==> src/rtl/stack_arbiter.sv <==
// Two-requester round-robin arbiter in front of an external LIFO stack datapath.
// Tracks occupancy, issues push/pop strobes and returns one registered response per accepted request.
module stack_arbiter #(
    parameter int WIDTH = 12,
    parameter int DEPTH = 8
) (
    input  logic             clk,
    input  logic             rst,
    input  logic [1:0]       req_valid,
    input  logic [1:0]       req_op,
    input  logic [WIDTH-1:0] req_data0,
    input  logic [WIDTH-1:0] req_data1,
    output logic [1:0]       req_ready,
    output logic [1:0]       rsp_valid,
    output logic [1:0]       rsp_err,
    output logic [WIDTH-1:0] rsp_data,
    output logic             stk_push,
    output logic             stk_pop,
    output logic [WIDTH-1:0] stk_wdata,
    input  logic [WIDTH-1:0] stk_rdata,
    output logic [3:0]       count,
    output logic             full,
    output logic             empty
);

    localparam logic STATE_IDLE     = 1'b0;
    localparam logic STATE_POP_WAIT = 1'b1;
    localparam logic [3:0] DEPTH_C  = 4'(DEPTH);

    logic       state;
    logic       rp;
    logic       owner;
    logic       winner;
    logic       accept;
    logic       win_op;
    logic [1:0] win_oh;

    // With both requesters valid the pointer decides; otherwise the lone requester wins.
    always_comb begin
        winner = 1'b0;
        if (req_valid == 2'b11) begin
            winner = rp;
        end else begin
            winner = req_valid[1];
        end
    end

    assign accept    = !rst && (state == STATE_IDLE) && (req_valid != 2'b00);
    assign win_oh    = winner ? 2'b10 : 2'b01;
    assign req_ready = accept ? win_oh : 2'b00;
    assign win_op    = winner ? req_op[1] : req_op[0];
    assign stk_wdata = winner ? req_data1 : req_data0;
    assign full      = (count == DEPTH_C);
    assign empty     = (count == 4'd0);
    assign stk_push  = accept && win_op && !full;
    assign stk_pop   = accept && !win_op && !empty;

    // A successful pop parks in POP_WAIT for one cycle so the stack read data can be captured.
    always_ff @(posedge clk or posedge rst) begin
        if (rst) begin
            state     <= STATE_IDLE;
            rp        <= 1'b0;
            owner     <= 1'b0;
            count     <= 4'd0;
            rsp_valid <= 2'b00;
            rsp_err   <= 2'b00;
            rsp_data  <= '0;
        end else begin
            rsp_valid <= 2'b00;
            rsp_err   <= 2'b00;
            if (state == STATE_POP_WAIT) begin
                rsp_data  <= stk_rdata;
                rsp_valid <= owner ? 2'b10 : 2'b01;
                state     <= STATE_IDLE;
            end else if (accept) begin
                rp <= ~winner;
                if (win_op) begin
                    rsp_valid <= win_oh;
                    if (full) begin
                        rsp_err <= win_oh;
                    end else begin
                        count <= count + 4'd1;
                    end
                end else if (empty) begin
                    rsp_valid <= win_oh;
                    rsp_err   <= win_oh;
                    rsp_data  <= '0;
                end else begin
                    count <= count - 4'd1;
                    owner <= winner;
                    state <= STATE_POP_WAIT;
                end
            end
        end
    end

endmodule
==> config.mk <==
export PLATFORM = sky130hd
export DESIGN_NAME = stack_arbiter
export DESIGN_NICKNAME = d
export VERILOG_FILES = /design/src/rtl/stack_arbiter.sv
export SDC_FILE = /design/constraint.sdc
export NUM_CORES = 1
export LEC_CHECK = 0
export CORE_ASPECT_RATIO = 0.75
export CORE_MARGIN = 2
export CORE_UTILIZATION = 32
export CTS_CLUSTER_SIZE = 24
export DETAILED_ROUTE_END_ITERATION = 6
export PLACE_DENSITY = 0.75
export SYNTH_ARGS = -nofsm -noshare
export SYNTH_HDL_FRONTEND = slang
export SYNTH_SLANG_ARGS = --single-unit
==> constraint.sdc <==
create_clock -name clk -period 2.1 [get_ports clk]
set_input_delay 0.525 -clock clk [delete_from_list [all_inputs] [get_ports clk]]
set_output_delay 0.525 -clock clk [all_outputs]
set_load 0.05 [all_outputs]
== Yosys cells after proc, flatten, opt, wreduce, memory -nomap -nowiden ==
Index checks and enable logic that the tools add are counted.

* Register bits after elaboration: 23
* Input bits: 42
* Output and inout port bits: 38
* Word-level logic and storage cells: 61

* Add/sub/neg operators: 2
* Eq/ne operators: 5
* Muxes and demuxes: 25
* Bitwise logic cells: 4
* Reductions and logical operators: 18

{| class="wikitable"
|+ Operators with widths
! operator !! count
|-
| two-way mux 12 bit || 5
|-
| two-way mux 2 bit || 11
|-
| two-way mux 4 bit || 3
|-
| AND reduction 4 bit || 2
|-
| logical AND 1 bit || 6
|-
| two-way mux 1 bit || 6
|-
| nonzero test 2 bit || 3
|-
| adder 4 x 1 -> 4 bit (second input constant) || 1
|-
| == test 4 bit (second input constant) || 1
|-
| logical NOT 1 bit || 4
|-
| logical NOT 4 bit || 1
|-
| != test 2 bit (second input constant) || 2
|-
| inverter 1 bit || 4
|-
| subtractor 4 x 1 -> 4 bit (second input constant) || 1
|-
| AND reduction 3 bit || 1
|-
| == test 2 bit (second input constant) || 1
|-
| != test 2 x 1 -> 1 bit (second input constant) || 1
|-
| AND reduction 2 bit || 1
|}

== Logic depth before layout (Yosys ltp) ==
Gate-level depths: netlist of run 1.

* Depth in word-level cells: 7
* Mapped depth: 9
* Depth with buffers taken out: 9

== Worst setup path before layout of run 1 ==
No wires, ideal clock.

* Path type: flip-flop to output port
* Start: register count[1]
* End: output port stk_push
* Arrival time: 2483 ps
* Data required time: 1575 ps
* Path slack: -908 ps
* Cell stages (with the launch flop): 5
* Buffers on the path: 1
* Cell sequence: dfrtp_1 -> buf_2 -> nor3_1 -> and2_1 -> nor3_1

* Longest elaborated chain between the ends: 3

{| class="wikitable"
|+ RTL lines
! element !! RTL line !! text
|-
| start, declared || 21 || <nowiki>output logic [3:0] count,</nowiki>
|-
| start signal, assigned || 82 || <nowiki>count <= count + 4'd1;</nowiki>
|-
| start signal, assigned || 89 || <nowiki>count <= count - 4'd1;</nowiki>
|-
| == test 4 bit || 53 || <nowiki>assign full = (count == DEPTH_C);</nowiki>
|-
| named net full || 22 || <nowiki>output logic full,</nowiki>
|-
| logical NOT 1 bit || 55 || <nowiki>assign stk_push = accept && win_op && !full;</nowiki>
|-
| logical AND 1 bit || 55 ||
|-
| end, declared || 17 || <nowiki>output logic stk_push,</nowiki>
|}

The timed path passes the listed nets, and every way through them passes these cells.

== Worst setup path after layout of run 1 ==
* Start: register rp
* End: output port stk_pop

* Longest elaborated chain between the ends: 5

{| class="wikitable"
|+ RTL lines
! element !! RTL line !! text
|-
| start, declared || 31 || <nowiki>logic rp;</nowiki>
|-
| start signal, assigned || 76 || <nowiki>rp <= ~winner;</nowiki>
|-
| two-way mux 1 bit || 41 || <nowiki>if (req_valid == 2'b11) begin</nowiki>
|-
| two-way mux 1 bit || 51 || <nowiki>assign win_op = winner ? req_op[1] : req_op[0];</nowiki>
|-
| logical NOT 1 bit || 56 || <nowiki>assign stk_pop = accept && !win_op && !empty;</nowiki>
|-
| logical AND 1 bit (2 in series) || 56 ||
|-
| end, declared || 18 || <nowiki>output logic stk_pop,</nowiki>
|}

Every way passes these cells.

==> results of run 1 <==
[power by group through the flow]
stage / Clock (mW) / Combinational, mW / Sequential [mW]
after floorplan: 0 / 0.632 / 1.31
after global placement: 0 / 1.79 / 0.775
after detailed placement: 0 / 1.81 / 0.785
after CTS: 0.282 / 1.89 / 0.778
after global routing: 0.299 / 2.03 / 0.806
final: 0.269 / 1.93 / 0.779
[sequential cells by signal, summed over array words and instances (netlist names)]
signal	flops
rsp_data	12
count	4
rp	1
rsp_valid	2
state	1
owner	1
rsp_err	2
[Yosys cell counts (all sizes together)]
| cell | count |
|---|---|
| and3 | 1 |
| ha | 1 |
| nand2 | 7 |
| a22o | 12 |
| nor3 | 4 |
| o22ai | 1 |
| xnor2 | 2 |
| nor3b | 1 |
| o21a | 1 |
| clkbuf | 2 |
| xor2 | 1 |
| nand3 | 2 |
| buf | 5 |
| a22oi | 1 |
| dfrtp | 23 |
| and2 | 2 |
| o31ai | 1 |
| mux2 | 13 |
| mux2i | 4 |
| nor2 | 6 |
| inv | 5 |
| a21oi | 1 |
| o21ai | 5 |
| nor4 | 2 |
| a31oi | 2 |
[worst reg2reg max path, cell delays in order, from the launching register on]
cell and delay [ns]:
dfrtp_1 0.41, o21ai_4 0.22, mux2i_4 0.31, buf_4 0.15
xor2_1 0.14, ha_2 0.20, nor2_1 0.05, mux2_4 0.26
nand3_2 0.07, xnor2_1 0.11
[repair_timing]
action,in CTS,in global routing
setup buffers,9,4
pin swaps,4,5
endpoints found under the setup margin,19,17
gates resized for setup,40,14
cloned,0,0
[area by class of cell]
class,count,area (sq um)
fillers,292,1165
repair buffers,109,1094
multi-input cells,70,680.7
well taps,52,65.06
flip-flops and latches,23,579.3
inverters,5,31.28
clock buffers,3,41.29
clock inverters,1,5.005
[kinds of logic after synthesis]
kind of cell	after synthesis	synth area share, %
buf+inv	12	4.379
simple gates	25	11.61
flops	23	46.84
xor+xnor	3	2.139
fa+ha+maj	1	1.018
mux	17	17.51
compound gates	24	16.50
[worst paths after layout]
check / start / endpoint / slack, ns / cells past startpoint
setup / recovery: rp$_DFFE_PP0P_ / stk_pop / -0.03 / 5
hold / removal: rst / count[0]$_DFFE_PP0P_ / 0.47 / 3
setup reg to reg: rp$_DFFE_PP0P_ / count[2]$_DFFE_PP0P_ / 0.11 / 9
hold reg to reg: owner$_DFFE_PP0P_ / rsp_valid[0]$_DFF_PP0_ / 0.47 / 1
max in group asynchronous: rst / rsp_data[3]$_DFFE_PP0P_ / 1.13 / 4
min in group clk: owner$_DFFE_PP0P_ / rsp_valid[0]$_DFF_PP0_ / 0.47 / 1
[through the flow]
step	power [mW]	std cells
3_5_place_dp	2.595	247
6_report	2.973	263
4_1_cts	2.952	260
5_1_grt	3.132	263
2_1_floorplan	1.937	105
3_3_place_gp	2.562	247
[per-layer routing]
layer	track usage, %	part of all wire, %	up-vias
li1	-	-	587
met1	22.52	41	588
met2	31.80	48	71
met3	5.391	9.8	2
met4	3.509	0.26	0
met5	0	0	-
==> flow_summary.ini, run 1 <==
[critical_path]
path_delay_family = flip-flops
slowest_stage = dfrtp_1
critPathCaptureType = output pin
start_kind = flop
crit_type = reg2out
critical_path_arrival_ns = 1.60
cpPeakStageDelay_ns = 0.41
crit_required_ns = 1.57
cp_num_buf_inv = 1
crit_chain = o21ai_4 > mux2i_4 > nand2_2 > nor2_4 > buf_12
critPathMaxFanout = 3

[timing]
hold-worst-slack_ns = 0.4722
hold_viol_final = 0
rsz0062_at_grt = yes
finalCritPeriodShare_pct = 101.4
setup_violations = 1
setup_ws_ns = -0.02844
clock.fmax_mhz = 469.8
tightest_slew_ns = 0.5280
fin_skew_ns = 0.004384
layout_min_cycle_time_ns = 2.128
fin_tns_setup_ns = -0.02844
final-max-slew-violation-count = 0
relSlewSlack_pct = 64.69

[power]
combPwrFrac_pct = 64.8
switching_share_pct = 47.57
p_per_area_nw_per_um2 = 1191
seqPwrFrac_pct = 26.2
worst_ir_drop_vdd_mv = 0.6125
leakage_nw = 1.131
switching_power_mw = 1.414
p_int_mw = 1.559
p_clk_share_pct = 9.1

[synthesis]
syn_inst = 105
yosysTopAreaCellShare_pct = 46.84
yosys_warnings = 0
synthesis.area_sq_um = 1229
synth_area_leaders = dfrtp_1, mux2_2, a22o_1
synth.net_count = 148
synth_cell_types = 35
synth.avg_cell_area_sq_um = 11.70
synth_area_leader_cell = dfrtp_1
ys_ff_latch = 23
yosysSeqAreaShare_pct = 46.84

[status]
violations = negative setup slack
outcome = finished with violations

[clocking]
cts_buffers = 3
holdBufCountCts = 0
cts_buffer_depth = 2
clkTransAtPathRegs_ns = 0.08
root_buffer = clkbuf_8
tritoncts = done
clock_sinks = 23
clkLatencyLatePin_ns = 0.26
htreeDepth = 1

[die]
initial_utilization_pct = 33.56
coreArea_sq_um = 3661
die_area_sq_um = 4357
die_h_um = 57.67
rows = 19
die_w_um = 75.55
boundaryPins = 80

[drt]
routed_wl_um = 3807
routed-via-count = 1248
route.detailed.drc = 0
drtIter0Drc = 5
first_pass_iters = 4
wl_per_cell_um = 14.48
via_per_inst = 4.745
ant_nets = 0

[global_route]
grt_max_degree = 19
grt_pass1_vias = 1335
grt_pass1_wl_um = 6085
antenna_found_initial = 0
grt-ovfl-total = 0
grt_usage_pct = 18.24

[cells_and_area]
layout_common_cells = clkdlybuf4s50_1, buf_4, dfrtp_1
syn_to_final_growth_pct = 103.2
nets = 255
stdcell_area_sq_um = 2496
drive_gt1_share_pct = 43.13
final_util_pct = 68.18
layout_commonest_cell = clkdlybuf4s50_1
antenna_cells = 0

[placed_design]
dp_slack_ns = -0.5485
port_buffers = 79
place_congestion = 0.8603
place_hpwl_um = 2841
placed_area_sq_um = 2221

[job]
cap_violations = 0

[worst_hold_path]
hold_class = in2async
No activity file was read; power rests on OpenSTA's default activity.
==> run 2, diff against run 1 <==
==> constraint.sdc (replaced) <==
create_clock -name clk -period 2.1 [get_ports clk]
set_input_delay 0.42 -clock clk [delete_from_list [all_inputs] [get_ports clk]]
set_output_delay 0.42 -clock clk [all_outputs]
set_load 0.05 [all_outputs]
==> flow_summary.ini, run 2 (synthesis results as in run 1) <==
[status]
outcome = finished, final reports clean

[cells_and_area]
drive_gt1_share_pct = 39.61
largestRegisters = rsp_data: 12 flops, count: 4 flops
largest_reg_flops = 12
stdcell_area_sq_um = 2412
antenna_cells = 0
layout_commonest_cell = clkdlybuf4s50_1
layout_common_cells = clkdlybuf4s50_1, buf_4, dfrtp_1
nets = 251
stdcell_count = 259
top_register = rsp_data
nFillCells = 294
syn_to_final_growth_pct = 96.33
final_util_pct = 65.89

[critical_path]
critical_path_arrival_ns = 1.68
timing.rr.end = count[2]$_DFFE_PP0P_
critPathCaptureType = output pin
path_delay_family = flip-flops
crit_required_ns = 1.68
start_kind = flop
path_common_cell = buf_12
crit_chain = o21ai_4 > buf_12 > mux2i_4 > nand2_2 > nor2_4 > buf_12
cpPeakStageDelay_ns = 0.42
slowest_stage = dfrtp_1
rrSetupSlack_ns = 0.05
timing.rr.start = rp$_DFFE_PP0P_
cp_num_buf_inv = 2
crit_type = reg2out
critPathMaxFanout = 4
rr_worst_depth = 10

[timing]
final-max-slew-violation-count = 0
rsz0062_at_grt = yes
setup_violations = 0
tightest_slew_ns = 0.5121
fin_skew_ns = 0.004190
setup_ws_ns = 0.004091
hold_viol_final = 0
clock.fmax_mhz = 477.1
finalCritPeriodShare_pct = 99.81
layout_min_cycle_time_ns = 2.096
hold-worst-slack_ns = 0.4776
fin_tns_setup_ns = 0
relSlewSlack_pct = 65.76

[clocking]
clkLatencyLatePin_ns = 0.26
root_buffer = clkbuf_8
htreeDepth = 1
cts_buffer_depth = 2
clock_sinks = 23
holdBufCountCts = 0
clkTransAtPathRegs_ns = 0.08
cts_buffers = 3
tritoncts = done

[drt]
first_pass_iters = 4
drtIter0Drc = 32
wl_per_cell_um = 15.27
route.detailed.drc = 0
routed-via-count = 1255
routed_wl_um = 3956
ant_nets = 0
via_per_inst = 4.846

[die]
die_w_um = 75.55
rows = 19
die_area_sq_um = 4357
boundaryPins = 80
die_h_um = 57.67
initial_utilization_pct = 33.56
coreArea_sq_um = 3661

[global_route]
antenna_found_initial = 0
grt_pass1_vias = 1305
grt_max_degree = 20
grt_pass1_wl_um = 6154
grt_usage_pct = 18.83
grt-ovfl-total = 0

[job]
cap_violations = 0

[placed_design]
place_hpwl_um = 3140
placed_area_sq_um = 2241
place_congestion = 0.7829
placed_cells = 251
dp_slack_ns = -0.2548
port_buffers = 79

[worst_hold_path]
min_to = rsp_valid[0]$_DFF_PP0_
hold_class = reg2reg
hold_depth = 1
min_from = owner$_DFFE_PP0P_

[power]
worst_ir_drop_vdd_mv = 0.6755
power_mw = 2.951
leakage_nw = 1.051
p_per_area_nw_per_um2 = 1223
==> run 2: cell count changes in the layout (fill, tap and decap cells not counted), sizes merged <==
cell,change
buf,-8
clkinv,-1
dlygate4sd2,-2
clkdlybuf4s50,+5
clkdlybuf4s15,+1
bufbuf,+1
==> run 2: power by group <==
group,leakage [nW],internal [mW],switching [mW],total (mW)
combinational,0.738,0.779,1.13,1.91
clock,0.0228,0.135,0.134,0.269
sequential,0.290,0.619,0.151,0.770
total,1.05,1.53,1.42,2.95
==> run 2: final cells by class <==
cell class / count / area, sq um / area share (%)
flip-flops and latches: 23 / 578.1 / 23.96
well taps: 52 / 65.06 / 2.697
clock buffers: 4 / 45.04 / 1.867
multi-input cells: 70 / 645.6 / 26.76
repair buffers: 105 / 1060 / 43.93
inverters: 5 / 18.77 / 0.7780
==> run 2: routing by layer <==
metal  share of wire, %  wire length (um)  GRT usage, %
met5                  0                 0             0
met4               0.81                32         4.511
met3                7.6               302         3.652
met2                 50              1961         32.92
met1                 42              1659         24.00
==> run 2: what timing repair did <==
item                       CTS  global route
setup endpoints to repair   16            15
setup buffers                2             1
pin swaps                    2             2
cloned                       1             0
resized for setup           13             8
==> run 2: worst max-delay path by stage <==
stage / startpoint / endpoint / slack, ns / cells past startpoint
finish: rp$_DFFE_PP0P_ / stk_pop / 0.004 / 6
global route: rp$_DFFE_PP0P_ / stk_pop / -0.06 / 6
CTS: rst / stk_pop / 0.003 / 6
detailed placement: req_valid[0] / stk_wdata[8] / -0.25 / 6
global placement: req_valid[0] / stk_wdata[11] / -0.22 / 6
floorplan: count[1]$_DFFE_PP0P_ / rsp_data[2]$_DFFE_PP0P_ / -0.18 / 5
==> run 3, diff against run 2 <==
--- a/config.mk
+++ b/config.mk
@@ -7,10 +7,11 @@
 export LEC_CHECK = 0
 export CORE_ASPECT_RATIO = 0.75
 export CORE_MARGIN = 2
-export CORE_UTILIZATION = 32
+export CORE_UTILIZATION = 33
+export CTS_BUF_LIST = sky130_fd_sc_hd__clkbuf_4 sky130_fd_sc_hd__clkbuf_8
 export CTS_CLUSTER_SIZE = 24
 export DETAILED_ROUTE_END_ITERATION = 6
-export PLACE_DENSITY = 0.75
+export PLACE_DENSITY = 0.77
 export SYNTH_ARGS = -nofsm -noshare
 export SYNTH_HDL_FRONTEND = slang
 export SYNTH_SLANG_ARGS = --single-unit
==> flow_summary.ini, run 3 (synthesis results as in run 1) <==
[clocking]
cts_buffers = 3
htreeDepth = 1
clock_sinks = 23
clkLatencyLatePin_ns = 0.26
tritoncts = done
clkTransAtPathRegs_ns = 0.08
root_buffer = clkbuf_8
cts_buffer_depth = 2

[placed_design]
place_hpwl_um = 2635
place_congestion = 0.8102
port_buffers = 79
dp_slack_ns = -0.3011
placed_cells = 248
placed_area_sq_um = 2218

[timing]
layout_min_cycle_time_ns = 2.070
tightest_slew_ns = 0.5128
setup_violations = 0
clock.fmax_mhz = 483.2
fin_skew_ns = 0.002368
hold_viol_final = 0
finalCritPeriodShare_pct = 98.56
rsz0062_at_grt = yes
relSlewSlack_pct = 65.70
setup_ws_ns = 0.03025
fin_tns_setup_ns = 0
final-max-slew-violation-count = 0

[power]
p_per_area_nw_per_um2 = 1230
worst_ir_drop_vdd_mv = 0.6775
leakage_nw = 1.018

[die]
die_h_um = 56.85
initial_utilization_pct = 34.00
die_w_um = 74.46
coreArea_sq_um = 3613
rows = 19
boundaryPins = 80
die_area_sq_um = 4233

[critical_path]
rr_worst_depth = 9
start_kind = flop
timing.rr.start = rp$_DFFE_PP0P_
timing.rr.end = count[2]$_DFFE_PP0P_
crit_type = reg2out
critical_path_arrival_ns = 1.65
rrSetupSlack_ns = 0.04
critPathMaxFanout = 3
crit_required_ns = 1.68
startpoint = rp$_DFFE_PP0P_
critPathCaptureType = output pin

[cells_and_area]
final_util_pct = 64.96
largest_reg_flops = 12
drive_gt1_share_pct = 39.41
stdcell_count = 255
largestRegisters = rsp_data: 12 flops, count: 4 flops
layout_common_cells = clkdlybuf4s50_1, buf_4, dfrtp_1
top_register = rsp_data
stdcell_area_sq_um = 2347
antenna_cells = 0
layout_commonest_cell = clkdlybuf4s50_1
nets = 247
syn_to_final_growth_pct = 91.04

[worst_hold_path]
min_to = rsp_valid[0]$_DFF_PP0_
hold_class = reg2reg
min_from = owner$_DFFE_PP0P_
hold_depth = 1

[drt]
routed-via-count = 1164
first_pass_iters = 4
wl_per_cell_um = 12.87
ant_nets = 0
via_per_inst = 4.565
route.detailed.drc = 0
drtIter0Drc = 52
routed_wl_um = 3283

[global_route]
grt_pass1_wl_um = 5043
grt_max_degree = 20
antenna_found_initial = 0
grt_pass1_vias = 1138
grt-ovfl-total = 0
grt_usage_pct = 15.40

[job]
cap_violations = 0

[status]
outcome = finished, final reports clean
==> run 3: report_power, final <==
part	internal (mW)	switching, mW	total, mW	leakage [nW]
logic	0.743	1.12	1.86	0.703
clock network	0.132	0.131	0.263	0.0255
registers	0.619	0.147	0.767	0.290
==> run 3: worst max-delay path by stage <==
stage	slack, ns	end
2_1_floorplan	-0.18	rsp_data[2]$_DFFE_PP0P_
3_3_place_gp	-0.21	count[2]$_DFFE_PP0P_
3_5_place_dp	-0.30	count[2]$_DFFE_PP0P_
4_1_cts	0.01	req_ready[0]
5_1_grt	-0.06	count[2]$_DFFE_PP0P_
6_report	0.03	stk_pop
==> run 3: critical path, stage by stage (launching register included) <==
cell and delay [ns]:
dfrtp_1 0.43, o21ai_4 0.25, mux2i_4 0.33, nand2_2 0.11, nor2_4 0.13, buf_12 0.15
==> run 3: area by class of cell <==
type | count | area, sq um
sequential | 23 | 578.1
fill | 277 | 1266
multi-input combinational | 70 | 659.4
clock inverter | 1 | 5.005
tap | 52 | 65.06
inverter | 5 | 18.77
timing repair buffer | 101 | 979.7
clock buffer | 3 | 41.29
==> run 3: what timing repair did <==
action | 4_1_cts | 5_1_grt
resized for setup | 9 | 10
endpoints found under the setup margin | 17 | 4
hold buffers | 0 | 0
pin swaps | 3 | 3
setup buffers | 2 | 1
endpoints found under the hold margin | 0 | 0
==> run 3: routing by layer <==
layer	wire length, um	part of all wire (%)	GRT usage (%)	up-vias
li1	-	-	-	575
met1	1461	45	21.20	517
met2	1499	46	24.40	72
met3	321	9.8	3.770	0
met4	0	0	3.571	0
met5	0	0	0	-
==> run 3: per-stage QoR <==
step / power, mW / hold slack, ns
5_1_grt: 3.047 / 0.4993
3_3_place_gp: 2.549 / 0.4560
4_1_cts: 2.864 / 0.4703
3_5_place_dp: 2.578 / 0.4568
6_report: 2.888 / 0.4742
2_1_floorplan: 1.933 / 0.4218
